<file path="src/rtl/wb_arbiter.sv">
// Round-robin arbiter sharing the single regfile write port among NUM_REQ
// writeback sources, with one registered output stage driving the port.
module wb_arbiter #(
   parameter int NUM_REQ = 3,
   parameter int ADDR_W  = 5,
   parameter int DATA_W  = 32
) (
   input  logic                      clk_i,
   input  logic                      rst_i,
   input  logic [NUM_REQ-1:0]        req_valid_i,
   output logic [NUM_REQ-1:0]        req_ready_o,
   input  logic [NUM_REQ*ADDR_W-1:0] req_waddr_i,
   input  logic [NUM_REQ*DATA_W-1:0] req_wdata_i,
   input  logic                      stall_i,
   output logic [ADDR_W-1:0]         reg_waddr_o,
   output logic [DATA_W-1:0]         reg_wdata_o,
   output logic                      reg_wen_o,
   output logic                      busy_o
);

   localparam int PTR_W = $clog2(NUM_REQ);
   localparam int CW    = PTR_W + 1;
   localparam logic [PTR_W-1:0] LAST_IDX = PTR_W'(NUM_REQ - 1);

   logic [ADDR_W-1:0] waddr_arr [NUM_REQ];
   logic [DATA_W-1:0] wdata_arr [NUM_REQ];

   logic              out_valid;
   logic [ADDR_W-1:0] out_addr;
   logic [DATA_W-1:0] out_data;
   logic [PTR_W-1:0]  rr_ptr;

   logic              can_accept;
   logic              drained;
   logic              gnt_hit;
   logic [PTR_W-1:0]  gnt_idx;
   logic              grant;
   logic              load;

   for (genvar k = 0; k < NUM_REQ; k++) begin : g_unpack
      assign waddr_arr[k] = req_waddr_i[k*ADDR_W +: ADDR_W];
      assign wdata_arr[k] = req_wdata_i[k*DATA_W +: DATA_W];
   end

   assign drained    = out_valid & ~stall_i;
   assign can_accept = ~out_valid | ~stall_i;

   // Search starts at rr_ptr and wraps; the first valid index wins.
   always_comb begin
      logic [CW-1:0] cand;
      // NOTE: every variable gets a default first so no path infers a latch.
      cand    = '0;
      gnt_hit = 1'b0;
      gnt_idx = '0;
      for (int i = 0; i < NUM_REQ; i++) begin
         cand = {1'b0, rr_ptr} + CW'(i);
         if (cand >= CW'(NUM_REQ)) cand = cand - CW'(NUM_REQ);
         if (!gnt_hit && req_valid_i[cand[PTR_W-1:0]]) begin
            gnt_hit = 1'b1;
            gnt_idx = cand[PTR_W-1:0];
         end
      end
   end

   // Ready is forced low while reset is asserted, even with valids pending.
   assign grant       = gnt_hit & can_accept & ~rst_i;
   assign req_ready_o = grant ? (NUM_REQ'(1) << gnt_idx) : '0;
   assign load        = grant & (waddr_arr[gnt_idx] != '0);

   // NOTE: sequential state uses non-blocking assignments only, so every
   // register samples the pre-edge values regardless of statement order.
   always_ff @(posedge clk_i or posedge rst_i) begin
      if (rst_i) begin
         out_valid <= 1'b0;
         out_addr  <= '0;
         out_data  <= '0;
         rr_ptr    <= '0;
      end else begin
         // x0 grants complete the handshake but never load the stage.
         if (load) begin
            out_valid <= 1'b1;
            out_addr  <= waddr_arr[gnt_idx];
            out_data  <= wdata_arr[gnt_idx];
         end else if (drained) begin
            out_valid <= 1'b0;
         end
         if (grant) begin
            rr_ptr <= (gnt_idx == LAST_IDX) ? '0 : gnt_idx + PTR_W'(1);
         end
      end
   end

   assign reg_waddr_o = out_addr;
   assign reg_wdata_o = out_data;
   assign reg_wen_o   = out_valid & ~stall_i;
   assign busy_o      = out_valid;

endmodule

</file>
<file path="config.mk">
export PLATFORM = sky130hd
export DESIGN_NAME = wb_arbiter
export DESIGN_NICKNAME = d
export VERILOG_FILES = /design/src/rtl/wb_arbiter.sv
export SDC_FILE = /design/constraint.sdc
export NUM_CORES = 1
export LEC_CHECK = 0
export BUFFER_PORTS_ARGS = -buffer_cell sky130_fd_sc_hd__buf_2
export CAP_MARGIN = 20
export CORE_ASPECT_RATIO = 0.75
export CORE_MARGIN = 2
export CORE_UTILIZATION = 35
export CTS_BUF_LIST = sky130_fd_sc_hd__clkbuf_4
export DETAILED_ROUTE_END_ITERATION = 7
export PLACE_DENSITY_LB_ADDON = 0.15
export SLEW_MARGIN = 20
export SYNTH_ARGS = -nofsm -noshare
export SYNTH_HDL_FRONTEND = slang
export SYNTH_SLANG_ARGS = --single-unit
</file>
<file path="constraint.sdc">
create_clock -name clk_i -period 8.8 [get_ports clk_i]
set_input_delay 0.88 -clock clk_i [delete_from_list [all_inputs] [get_ports clk_i]]
set_output_delay 0.88 -clock clk_i [all_outputs]
set_load 0.005 [all_outputs]
</file>
# After elaboration in Yosys (flattened, before gate mapping)
# Cells that the tools add are included.
# classes
mul	0
reduce_logical	6
n_shift	1
n_eq_ne	1
n_addsub	6
order_cmp	7
div	0
muxes	25
n_bitwise	9
# op_table
cell	count
$bmux W32 S2	1
$mux W32	2
$mux W2	7
$bmux W5 S2	1
$mux W5	2
$lt A2 B3 Y1 const B	3
$mux W1	8
$bmux W1 S2	3
$ge A3 B2 Y1 const B	2
$sub A2 B2 Y2 const B	3
$reduce_bool A5 Y1	1
$and A1 B1 Y1	4
$add A2 B1 Y3 const B	1
$add A2 B2 Y3 const B	1
$ge A3 B3 Y1 const B	1
$mux W3	1
$not A1 Y1	3
$not A2 Y3	1
$shl A1 B2 Y3 const A	1
$add A2 B1 Y2 const B	1
$eq A2 B2 Y1 const B	1
$ge A2 B2 Y1 const B	1
$logic_and A1 B1 Y1	2
$logic_not A1 Y1	2
other kinds (2)	2
# totals
in_bits	117
register_bits	40
out_inout_bits	42
mem_count	0
mem_bits_rw	0
wordCells	59
romBits	0
latchBits	0

# Longest topological paths before layout
# Gate-level depths: netlist (run 1).
# logic_depth
ltp_word	18
mapped_depth	12

# Least setup slack after synthesis (run 1)
# OpenSTA, ideal clock, no wires.
# synth_path
path_kind	input -> output
startpoint	input port req_valid_i[1]
endpoint	output port req_ready_o[0]
required_ps	7920
arrival_ps	2258
setup_slack_ps	5662
cell_stages	7
cell_sequence	mux2i_1 > nor2_1 > o31a_1 > a21oi_2 > buf_4 > buf_2 > and3_1
# synth_between
elab_chain_len	12
# synth_lines
item	line	source
start, declared	10	input logic [NUM_REQ-1:0] req_valid_i,
$bmux W1 S2	58	if (!gnt_hit && req_valid_i[cand[PTR_W-1:0]]) begin
$mux W1 (implied by the code)	58	
$mux W1	58	
$logic_not A1 Y1	58	
$logic_and A1 B1 Y1	58	
$mux W1	58	
$logic_not A1 Y1	58	
$logic_and A1 B1 Y1	58	
$mux W1	58	
$and A1 B1 Y1 (2 in series)	66	assign grant = gnt_hit & can_accept & ~rst_i;
$mux W3 *	67	assign req_ready_o = grant ? (NUM_REQ'(1) << gnt_idx) : '0;
end, declared	11	output logic [NUM_REQ-1:0] req_ready_o,
# Mark *: on every way between the ends. The rest lies on a longest branch, timed or not. The select of a mux whose other input is x is not followed.

# Final worst setup path (run 1)
# layout_path
startpoint	register rr_ptr[1]
endpoint	output port req_ready_o[0]
# layout_between
elab_chain_len	14
# layout_lines
item	line	source
start, declared	31	logic [PTR_W-1:0] rr_ptr;
start signal, assigned	88	rr_ptr <= (gnt_idx == LAST_IDX) ? '0 : gnt_idx + PTR_W'(1);
parallel branches: the longest is 13 deep, another holds $add A2 B1 Y3	n/a	
$mux W3 *	67	
# Every way passes the cells marked *. The select of a mux whose other input is x is not followed.

==> impl_metrics.csv, run 1 <==
group,metric,value,unit
detailed_routing,vias_per_cell,4.80,
final_layout,syn2layout_area_growth,34.2,%
clock_network,numCtsBuffers,5,
synth,synth.most_common_cell,"nand2_1",
detailed_routing,vias,2508,
critical_path,critPathArrivalTime,3.29,ns
global_route,grt_pass1_vias,2276,
place,dpl.hpwl,5460,um
power,power.internal,733,uW
critical_path,critPathKind,"reg2out",
sta,timing.final.crit_period,4.17,ns
place,dp_cells,514,
final_layout,fin_nets,542,
sta,fin_crit_sh,47.4,%
clock_network,ctsHtreeMaxLevel,2,
critical_path,cp.required,7.92,ns
global_route,grt_overflow,0,
sta,max_freq,240,MHz
synth,synth-async-reset-ratio,100,%
floorplan,die_y,80.4,um
place,place_area,0.00356,sq mm
floorplan,die-area,0.00851,sq mm
detailed_routing,remaining_drc_errors,0,
power,power.density,329,mW/mm^2
clock_network,cts_root_buf,"clkbuf_4",
global_route,grt_max_degree,79,
sta,slew_viol_final,0,
synth,synth-seq-area-share,36.8,%
synth,avgSynthCellArea,10.0,sq um
synth,ys_ff_latch,40,
sta,finalSetupViolations,0,
power,ir_drop,109,uV
power,clockPowerShare,9.8,%
floorplan,coreArea,0.00743,sq mm
worst_hold_path,hold_class,"reg2reg",
sta,tightest_slew,0.845,ns
final_layout,antenna-diode-count,0,
power,switching_share,39.1,%
detailed_routing,routedWlPerCell,13.9,um
synth,yosys_warnings,0,
clock_network,path_clk_slew,0.11,ns
sta,tns,0,ns
critical_path,cp-start-kind,"flip-flop",
detailed_routing,firstDrtPassIters,4,
sta,skew,0.0187,ns
sta,timing.slew.headroom,43.6,%
final_layout,regArea,0.00100,sq mm
critical_path,cpPeakStageDelay,0.56,ns
clock_network,cts_hold_buf,0,
synth,netlist.area_leader.share,36.8,%
place,io_buffers,158,
global_route,antenna_found_initial,0,
synth,synth-edff-count,0,
critical_path,path_cells,"inv_1 -> ha_1 -> mux2i_1 -> nor2_1 -> o31a_1 -> a21oi_4 -> buf_4 -> and3_1 -> buf_2",
place,gp_congestion,0.847,
detailed_routing,dr.first_iter.drc_count,134,
final_layout,drive_gt1_share,47.6,%
clock_network,postCtsSetupRepairBufs,0,
synth,synthTopCellsByCount,"nand2_1 (47), dfrtp_1 (40), mux2i_1 (39)",
clock_network,cts_buffer_depth,2,
flow_run,max_cap_violations,0,
critical_path,crit_fanout,26,
floorplan,dieWidth,106,um
power,p_leak,0.00201,uW
power,p_switching,470,uW
detailed_routing,ant_nets,0,
synth,synth.area.top_cells,"dfrtp_1 (37%), mux2i_1 (14%), mux2_4 (14%)",
power,power,1200,uW
synth,yosysTopAreaCell,"dfrtp_1",
floorplan,start_util,36.6,%
synth,syn-cell-area,0.00272,sq mm
clock_network,cts_resized,0,
detailed_routing,wl,7260,um
critical_path,cpMaxStageDelayCell,"a21oi_4",
clock_network,cts_tree,"built",
final_layout,multi_input_area,0.00161,sq mm
power,p_seq_share,27.6,%
outcome,status,"complete, no violations",
synth,synthCells,271,
sta,rsz0062_at_grt,"false",
floorplan,std_cell_rows,27,
final_layout,fin_area,0.00365,sq mm
global_route,grt_pass1_wl,11300,um
synth,syn-num-nets,392,
clock_network,clock_latency,0.34,ns
synth,synth_flop_cell,"dfrtp_1",
clock_network,cts_sinks,40,
power,combPwrFrac,62.7,%
critical_path,end_kind,"output port",
floorplan,ios,159,
final_layout,nFillCells,723,
synth,yosysUniqueCellTypes,37,
sta,hold_viol_final,0,
final_layout,final_cells,523,
global_route,grt_util_all_layers,16.5,%
==> power by group through the flow <==
stage                     Clock [uW]  Combinational [uW]  Sequential (uW)
after floorplan                    0                 540              338
after global placement             0                 744              336
after detailed placement           0                 757              334
after CTS                        123                 759              332
after global routing             130                 836              343
final                            118                 754              332
==> critical path: cells and delay by family, from the launching register on <==
family | cells | cell delay [ns]
buffers and inverters | 3 | 0.71
DFF | 1 | 0.43
adders and majority gates | 1 | 0.33
muxes | 1 | 0.28
AOI/OAI and AO/OA | 2 | 0.88
and+or+nand+nor | 2 | 0.33
==> logic make-up after synthesis <==
family | Yosys count | synth area share [%]
DFF | 40 | 36.8
muxes | 73 | 32.0
and+or+nand+nor | 68 | 10.8
AOI/OAI and AO/OA | 63 | 14.0
buffers and inverters | 23 | 4.55
adders and majority gates | 4 | 1.84
==> sequential cells by signal, indices dropped and copies added, names as in the netlist <==
signal,count
reg_wdata_o,32
reg_waddr_o,5
rr_ptr,2
busy_o,1
==> per-layer routing <==
layer | wire (um) | vias to the layer above | GRT usage (%)
met4 | 31 | 0 | 2.76
met5 | 0 | - | 0
met3 | 677 | 4 | 4.79
met2 | 3110 | 104 | 25.2
li1 | - | 1269 | -
met1 | 3440 | 1131 | 23.5
==> placed cells by master (no fill, tap or decap), drive strengths merged, types with 5 or more instances in the layout <==
cell	synthesis	final
buf	9	161
nand2	47	47
dfrtp	40	40
o21ai	40	40
mux2i	39	39
mux2	34	34
a22o	6	6
nor2b	5	5
clkbuf	9	5
nor2	5	5
inv	5	5
a21oi	5	5
==> cell type report <==
class / instances / area share (%)
tap: 101 / 3.46
multi-input combinational: 208 / 44.0
clock buffer: 5 / 1.03
sequential: 40 / 27.4
inverter: 5 / 0.514
clock inverter: 3 / 1.03
timing repair buffer: 161 / 22.6
==> through the flow <==
step / hold slack, ns / setup WS (ns) / util (%)
CTS: 0.503 / 4.59 / 48.9
finish: 0.498 / 4.63 / 49.2
detailed placement: 0.476 / 4.62 / 47.9
global placement: 0.469 / 4.71 / 47.9
floorplan: 0.489 / 5.66 / -
global route: 0.531 / 4.30 / 49.2
==> worst paths after layout <==
check                      slack [ns]             from               to  depth (start not counted)
setup / recovery                 4.63        rr_ptr[1]   req_ready_o[0]                          9
hold / removal                   0.50  reg_wdata_o[12]  reg_wdata_o[12]                          1
setup reg to reg                 4.82        rr_ptr[1]  reg_wdata_o[20]                         11
hold reg to reg                  0.50  reg_wdata_o[12]  reg_wdata_o[12]                          1
max in group asynchronous        7.55            rst_i  reg_wdata_o[11]                          2
min in group asynchronous        0.70            rst_i  reg_wdata_o[30]                          2
(Power assumes the default switching activity.)
==> run 2, diff against run 1 <==
- clock period: 8.8 -> 4.4 ns (I/O delays scaled with it)
==> run 2 against run 1 <==
  * Clock power rose by 59%
  * Setup slack worse by 3.7 ns
  * Global-route usage up 0.53 points
  * Largest power group unchanged
==> impl_metrics.csv, run 2 (same netlist as run 1, synthesis figures left out) <==
group,metric,value,unit
sta,timing.slew.headroom,44.7,%
final_layout,fin_nets,542,
global_route,grt_util_all_layers,17.1,%
power,power.internal,1420,uW
clock_network,postCtsSetupRepairBufs,0,
power,power.density,651,mW/mm^2
global_route,grt_overflow,0,
critical_path,critPathKind,"reg2out",
clock_network,cts_hold_buf,0,
critical_path,ff2ff_setup_slack,1.07,ns
detailed_routing,firstDrtPassIters,4,
detailed_routing,ant_nets,0,
clock_network,cts_tree,"built",
floorplan,die-area,0.00851,sq mm
final_layout,regArea,0.00100,sq mm
floorplan,dieWidth,106,um
detailed_routing,vias,2542,
final_layout,drive_gt1_share,47.9,%
final_layout,largest_reg_flops,32,
critical_path,cp.required,3.96,ns
critical_path,critPathArrivalTime,3.02,ns
power,p_switching,941,uW
sta,rsz0062_at_grt,"false",
sta,tightest_slew,0.828,ns
power,p_leak,0.00200,uW
sta,tns,0,ns
sta,hold_viol_final,0,
detailed_routing,routedWlPerCell,13.9,um
final_layout,mostFrequentLayoutCells,"buf_2 (158), nand2_1 (47), dfrtp_1 (40)",
power,ir_drop,308,uV
final_layout,nFillCells,719,
sta,skew,0.00818,ns
power,p_seq_share,28.1,%
power,switching_share,39.8,%
sta,finalSetupViolations,0,
floorplan,std_cell_rows,27,
sta,timing.final.crit_period,3.46,ns
final_layout,fin_area,0.00364,sq mm
place,gp_congestion,0.918,
floorplan,start_util,36.6,%
power,clockPowerShare,7.9,%
worst_hold_path,hold_class,"in2async",
clock_network,numCtsBuffers,5,
detailed_routing,dr.first_iter.drc_count,83,
detailed_routing,wl,7260,um
place,dpl.hpwl,5570,um
critical_path,crit_fanout,39,
clock_network,clock_latency,0.34,ns
power,combPwrFrac,64.0,%
clock_network,cts_sinks,40,
floorplan,ios,159,
clock_network,cts_root_buf,"clkbuf_4",
final_layout,multi_input_area,0.00161,sq mm
final_layout,antenna-diode-count,0,
global_route,grt_pass1_wl,11500,um
clock_network,path_clk_slew,0.11,ns
clock_network,cts_resized,0,
sta,fin_crit_sh,78.6,%
clock_network,cts_buffer_depth,2,
global_route,grt_max_degree,47,
sta,max_freq,289,MHz
floorplan,coreArea,0.00743,sq mm
flow_run,max_cap_violations,0,
global_route,antenna_found_initial,0,
final_layout,syn2layout_area_growth,33.5,%
outcome,status,"complete, no violations",
place,place_area,0.00356,sq mm
sta,holdWs,0.261,ns
critical_path,end_kind,"output port",
critical_path,cp-start-kind,"flip-flop",
sta,slew_viol_final,0,
clock_network,ctsHtreeMaxLevel,2,
final_layout,layout_commonest_cell,"buf_2",
detailed_routing,vias_per_cell,4.86,
detailed_routing,remaining_drc_errors,0,
floorplan,die_y,80.4,um
global_route,grt_pass1_vias,2385,
place,io_buffers,158,
[run 2: layer usage]
layer	up-vias	track usage, %	share of wire [%]
li1	1264	-	-
met5	-	0	0
met3	14	4.38	8.5
met1	1153	23.4	46
met4	0	4.21	1.2
met2	111	27.0	44
[run 2: area by class of cell]
type                       instances  share of cell area, %
multi-input combinational        208                   44.2
sequential                        40                   27.5
timing repair buffer             161                   22.7
tap                              101                   3.48
clock buffer                       7                   1.45
inverter                           5                  0.516
clock inverter                     1                  0.103
[run 2: final timing paths]
kind	startpoint	endpoint	cells after the start
setup reg to reg	rr_ptr[1]	reg_wdata_o[22]	10
min in group clk_i	stall_i	busy_o	3
hold / removal	rst_i	busy_o	2
max in group asynchronous	rst_i	reg_wdata_o[3]	2
hold reg to reg	reg_wdata_o[14]	reg_wdata_o[14]	1
setup / recovery	rr_ptr[1]	req_ready_o[0]	9
[run 2: power by group through the flow]
stage               Sequential (uW)  Clock [uW]  Combinational (uW)
finish                          664         188                1510
global route                    691         216                1670
CTS                             666         197                1530
detailed placement              670           0                1520
global placement                668           0                1500
floorplan                       677           0                1080
[run 2: stage by stage]
step | util (%) | instances | total power, uW | worst slack, ns
2_1_floorplan | - | 271 | 1760 | 1.54
3_3_place_gp | 47.9 | 514 | 2170 | 0.950
3_5_place_dp | 47.9 | 514 | 2190 | 0.856
4_1_cts | 48.7 | 522 | 2390 | 0.854
5_1_grt | 48.9 | 523 | 2570 | 0.783
6_report | 48.9 | 523 | 2370 | 0.940
[run 2: critical path, cell delays in order, from the launching register on]
cell and delay (ns):
dfrtp_1 0.44, inv_1 0.09, ha_1 0.35, mux2i_1 0.27, nor2_1 0.10, o31a_1 0.33
a21oi_4 0.17, buf_4 0.57, and3_1 0.25, buf_2 0.11
==> run 3, diff against run 2 <==
- clock period: 4.4 -> 2.9 ns (I/O delays scaled with it)
==> run 3 against run 2 <==
  * The flow now finishes with violations (setup timing)
  * Cell count is 2.9% higher
  * Clock-buffer cell count is 1 lower
  * Worst hold slack worse by 0.15 ns
  * Global-route usage increased by 0.99 points
  * Critical path depth is 1 higher
  * Clock power rose by 49%
  * First-iteration DRC count grew 19%
  * Sequential share of layout area decreased by 2.0 points
  * Critical path type is now reg2reg
  * Largest power group unchanged
==> impl_metrics.csv, run 3 (same netlist as run 1, synthesis figures left out) <==
group,metric,value,unit
place,dpl.hpwl,5740,um
place,gp_congestion,0.784,
global_route,met1_usage,24.6,%
floorplan,die_y,80.4,um
clock_network,cts_sinks,40,
final_layout,syn2layout_area_growth,44.3,%
clock_network,numCtsBuffers,5,
global_route,grtUsageMet3,4.46,%
final_layout,utilization,52.8,%
detailed_routing,ant_nets,0,
final_layout,mostFrequentLayoutCells,"buf_2 (158), nand2_1 (46), dfrtp_1 (39)",
detailed_routing,remaining_drc_errors,0,
power,p_leak,0.00215,uW
critical_path,end_kind,"flip-flop",
sta,max_freq,339,MHz
sta,rsz0062_at_grt,"true",
final_layout,fin_area,0.00393,sq mm
detailed_routing,firstDrtPassIters,4,
sta,finalSetupViolations,25,
worst_hold_path,hold_class,"in2async",
final_layout,largest_reg_flops,32,
critical_path,path_cells,"inv_2 -> ha_4 -> mux2i_2 -> nor2_1 -> o31a_1 -> a21oi_4 -> mux2_4 -> a311o_2 -> clkbuf_16 -> mux2_4",
sta,fin_crit_sh,102,%
critical_path,r2r_end,"reg_wdata_o[29]",
clock_network,cts_root_buf,"clkbuf_4",
detailed_routing,dr.first_iter.drc_count,99,
clock_network,cts_buffer_depth,2,
sta,setup_slack,-0.0509,ns
critical_path,critPathArrivalTime,3.18,ns
power,ir_drop,427,uV
global_route,antenna_found_initial,0,
critical_path,cpMaxStageDelayCell,"a311o_2",
sta,slew_viol_final,0,
critical_path,ff2ff_setup_slack,-0.05,ns
outcome,status,"finished, violations left",
critical_path,rr_startpoint,"rr_ptr[1]",
global_route,grt_pass1_wl,12200,um
detailed_routing,routedWlPerCell,14.8,um
global_route,grt_use_met2,29.1,%
global_route,grt_busiest_layer,"met2",
global_route,grt_max_degree,51,
floorplan,coreArea,0.00743,sq mm
final_layout,regArea,0.00100,sq mm
final_layout,layout_commonest_cell,"buf_2",
final_layout,fin_nets,558,
clock_network,ctsHtreeMaxLevel,2,
detailed_routing,wl,7980,um
floorplan,std_cell_rows,27,
floorplan,ios,159,
critical_path,crit_fanout,11,
global_route,grt_pass1_vias,2500,
sta,hold_viol_final,0,
floorplan,dieWidth,106,um
power,power.density,1040,mW/mm^2
sta,timing.slew.headroom,43.8,%
global_route,grt_overflow,0,
critical_path,critPathTopFamily,"compound AO/OA/AOI/OAI gates",
sta,skew,0.0132,ns
final_layout,multi_input_area,0.00170,sq mm
place,io_buffers,158,
clock_network,path_clk_slew,0.13,ns
place,place_area,0.00366,sq mm
critical_path,critPathBufInv,2,
sta,tightest_slew,0.841,ns
critical_path,cpPeakStageDelay,0.48,ns
flow_run,max_cap_violations,0,
critical_path,crit_cells,10,
floorplan,start_util,36.6,%
critical_path,critPathKind,"reg2reg",
floorplan,die-area,0.00851,sq mm
clock_network,cts_tree,"built",
critical_path,cp-start-kind,"flip-flop",
final_layout,nFillCells,696,
final_layout,drive_gt1_share,54.5,%
critical_path,r2r_cells,10,
critical_path,cp_common_cell,"mux2_4",
detailed_routing,vias_per_cell,4.88,
detailed_routing,vias,2625,
critical_path,cp.required,3.13,ns
final_layout,antenna-diode-count,0,
clock_network,cts_hold_buf,0,
critical_path,critPathLaunch,"rr_ptr[1]",
clock_network,clock_latency,0.34,ns
global_route,grt_util_all_layers,18.1,%
outcome,violations,"setup timing",
sta,timing.final.crit_period,2.95,ns
[run 3: cell count changes in the layout (fill, tap and decap cells not counted), sizes merged]
cell	previous run	this run
clkbuf	7	8
buf	161	174
bufbuf	0	1
[run 3: what timing repair did]
action | in CTS | in global routing
gates cloned | 1 | 2
pin swaps | 0 | 3
setup endpoints to repair | 34 | 34
setup buffers | 2 | 4
gates resized for setup | 5 | 21
[run 3: cell type report]
class | count | share of cell area [%]
clock buffers | 6 | 1.15
repair buffers | 177 | 26.3
flip-flops and latches | 40 | 25.5
inverters | 5 | 0.478
clock inverters | 1 | 0.127
multi-input cells | 208 | 43.2
well taps | 101 | 3.22
[run 3: how the worst max path moves through the flow]
stage | endpoint | slack, ns
floorplan | reg_wdata_o[0] | 0.04
global placement | reg_wdata_o[19] | -0.006
detailed placement | reg_wdata_o[22] | -0.08
CTS | reg_wdata_o[19] | 0.0004
global route | reg_wdata_o[5] | -0.11
finish | reg_wdata_o[29] | -0.05
[run 3: worst reg2reg max path, cell delays in order, from the launching register on]
cell and delay (ns):
dfrtp_1 0.44, inv_2 0.09, ha_4 0.14, mux2i_2 0.24
nor2_1 0.09, o31a_1 0.32, a21oi_4 0.19, mux2_4 0.33
a311o_2 0.48, clkbuf_16 0.22, mux2_4 0.30
[run 3: where the power goes]
part           switching (uW)  total (uW)  leakage, uW  internal, uW
combinational            1220        2790      0.00164          1570
clock                     181         281    0.0000315          99.1
sequential                169        1020     0.000478           850
total                    1570        4090      0.00215          2520
[run 3: metrics by stage]
step | setup slack, ns | setup TNS [ns] | power (uW) | hold WS (ns) | cells
2_1_floorplan | 0.0415 | 0 | 2670 | 0.400 | 271
3_3_place_gp | -0.00569 | -0.0706 | 3400 | 0.470 | 522
3_5_place_dp | -0.0818 | -1.76 | 3450 | 0.479 | 522
4_1_cts | 0.000443 | 0 | 3880 | 0.139 | 532
5_1_grt | -0.110 | -2.72 | 4420 | 0.170 | 538
6_report | -0.0509 | -0.735 | 4090 | 0.115 | 538
[run 3: per-layer routing]
layer | wire (um) | share of wire [%]
met3 | 565 | 7.1
met2 | 3630 | 45
met4 | 46 | 0.58
met5 | 0 | 0
met1 | 3740 | 47
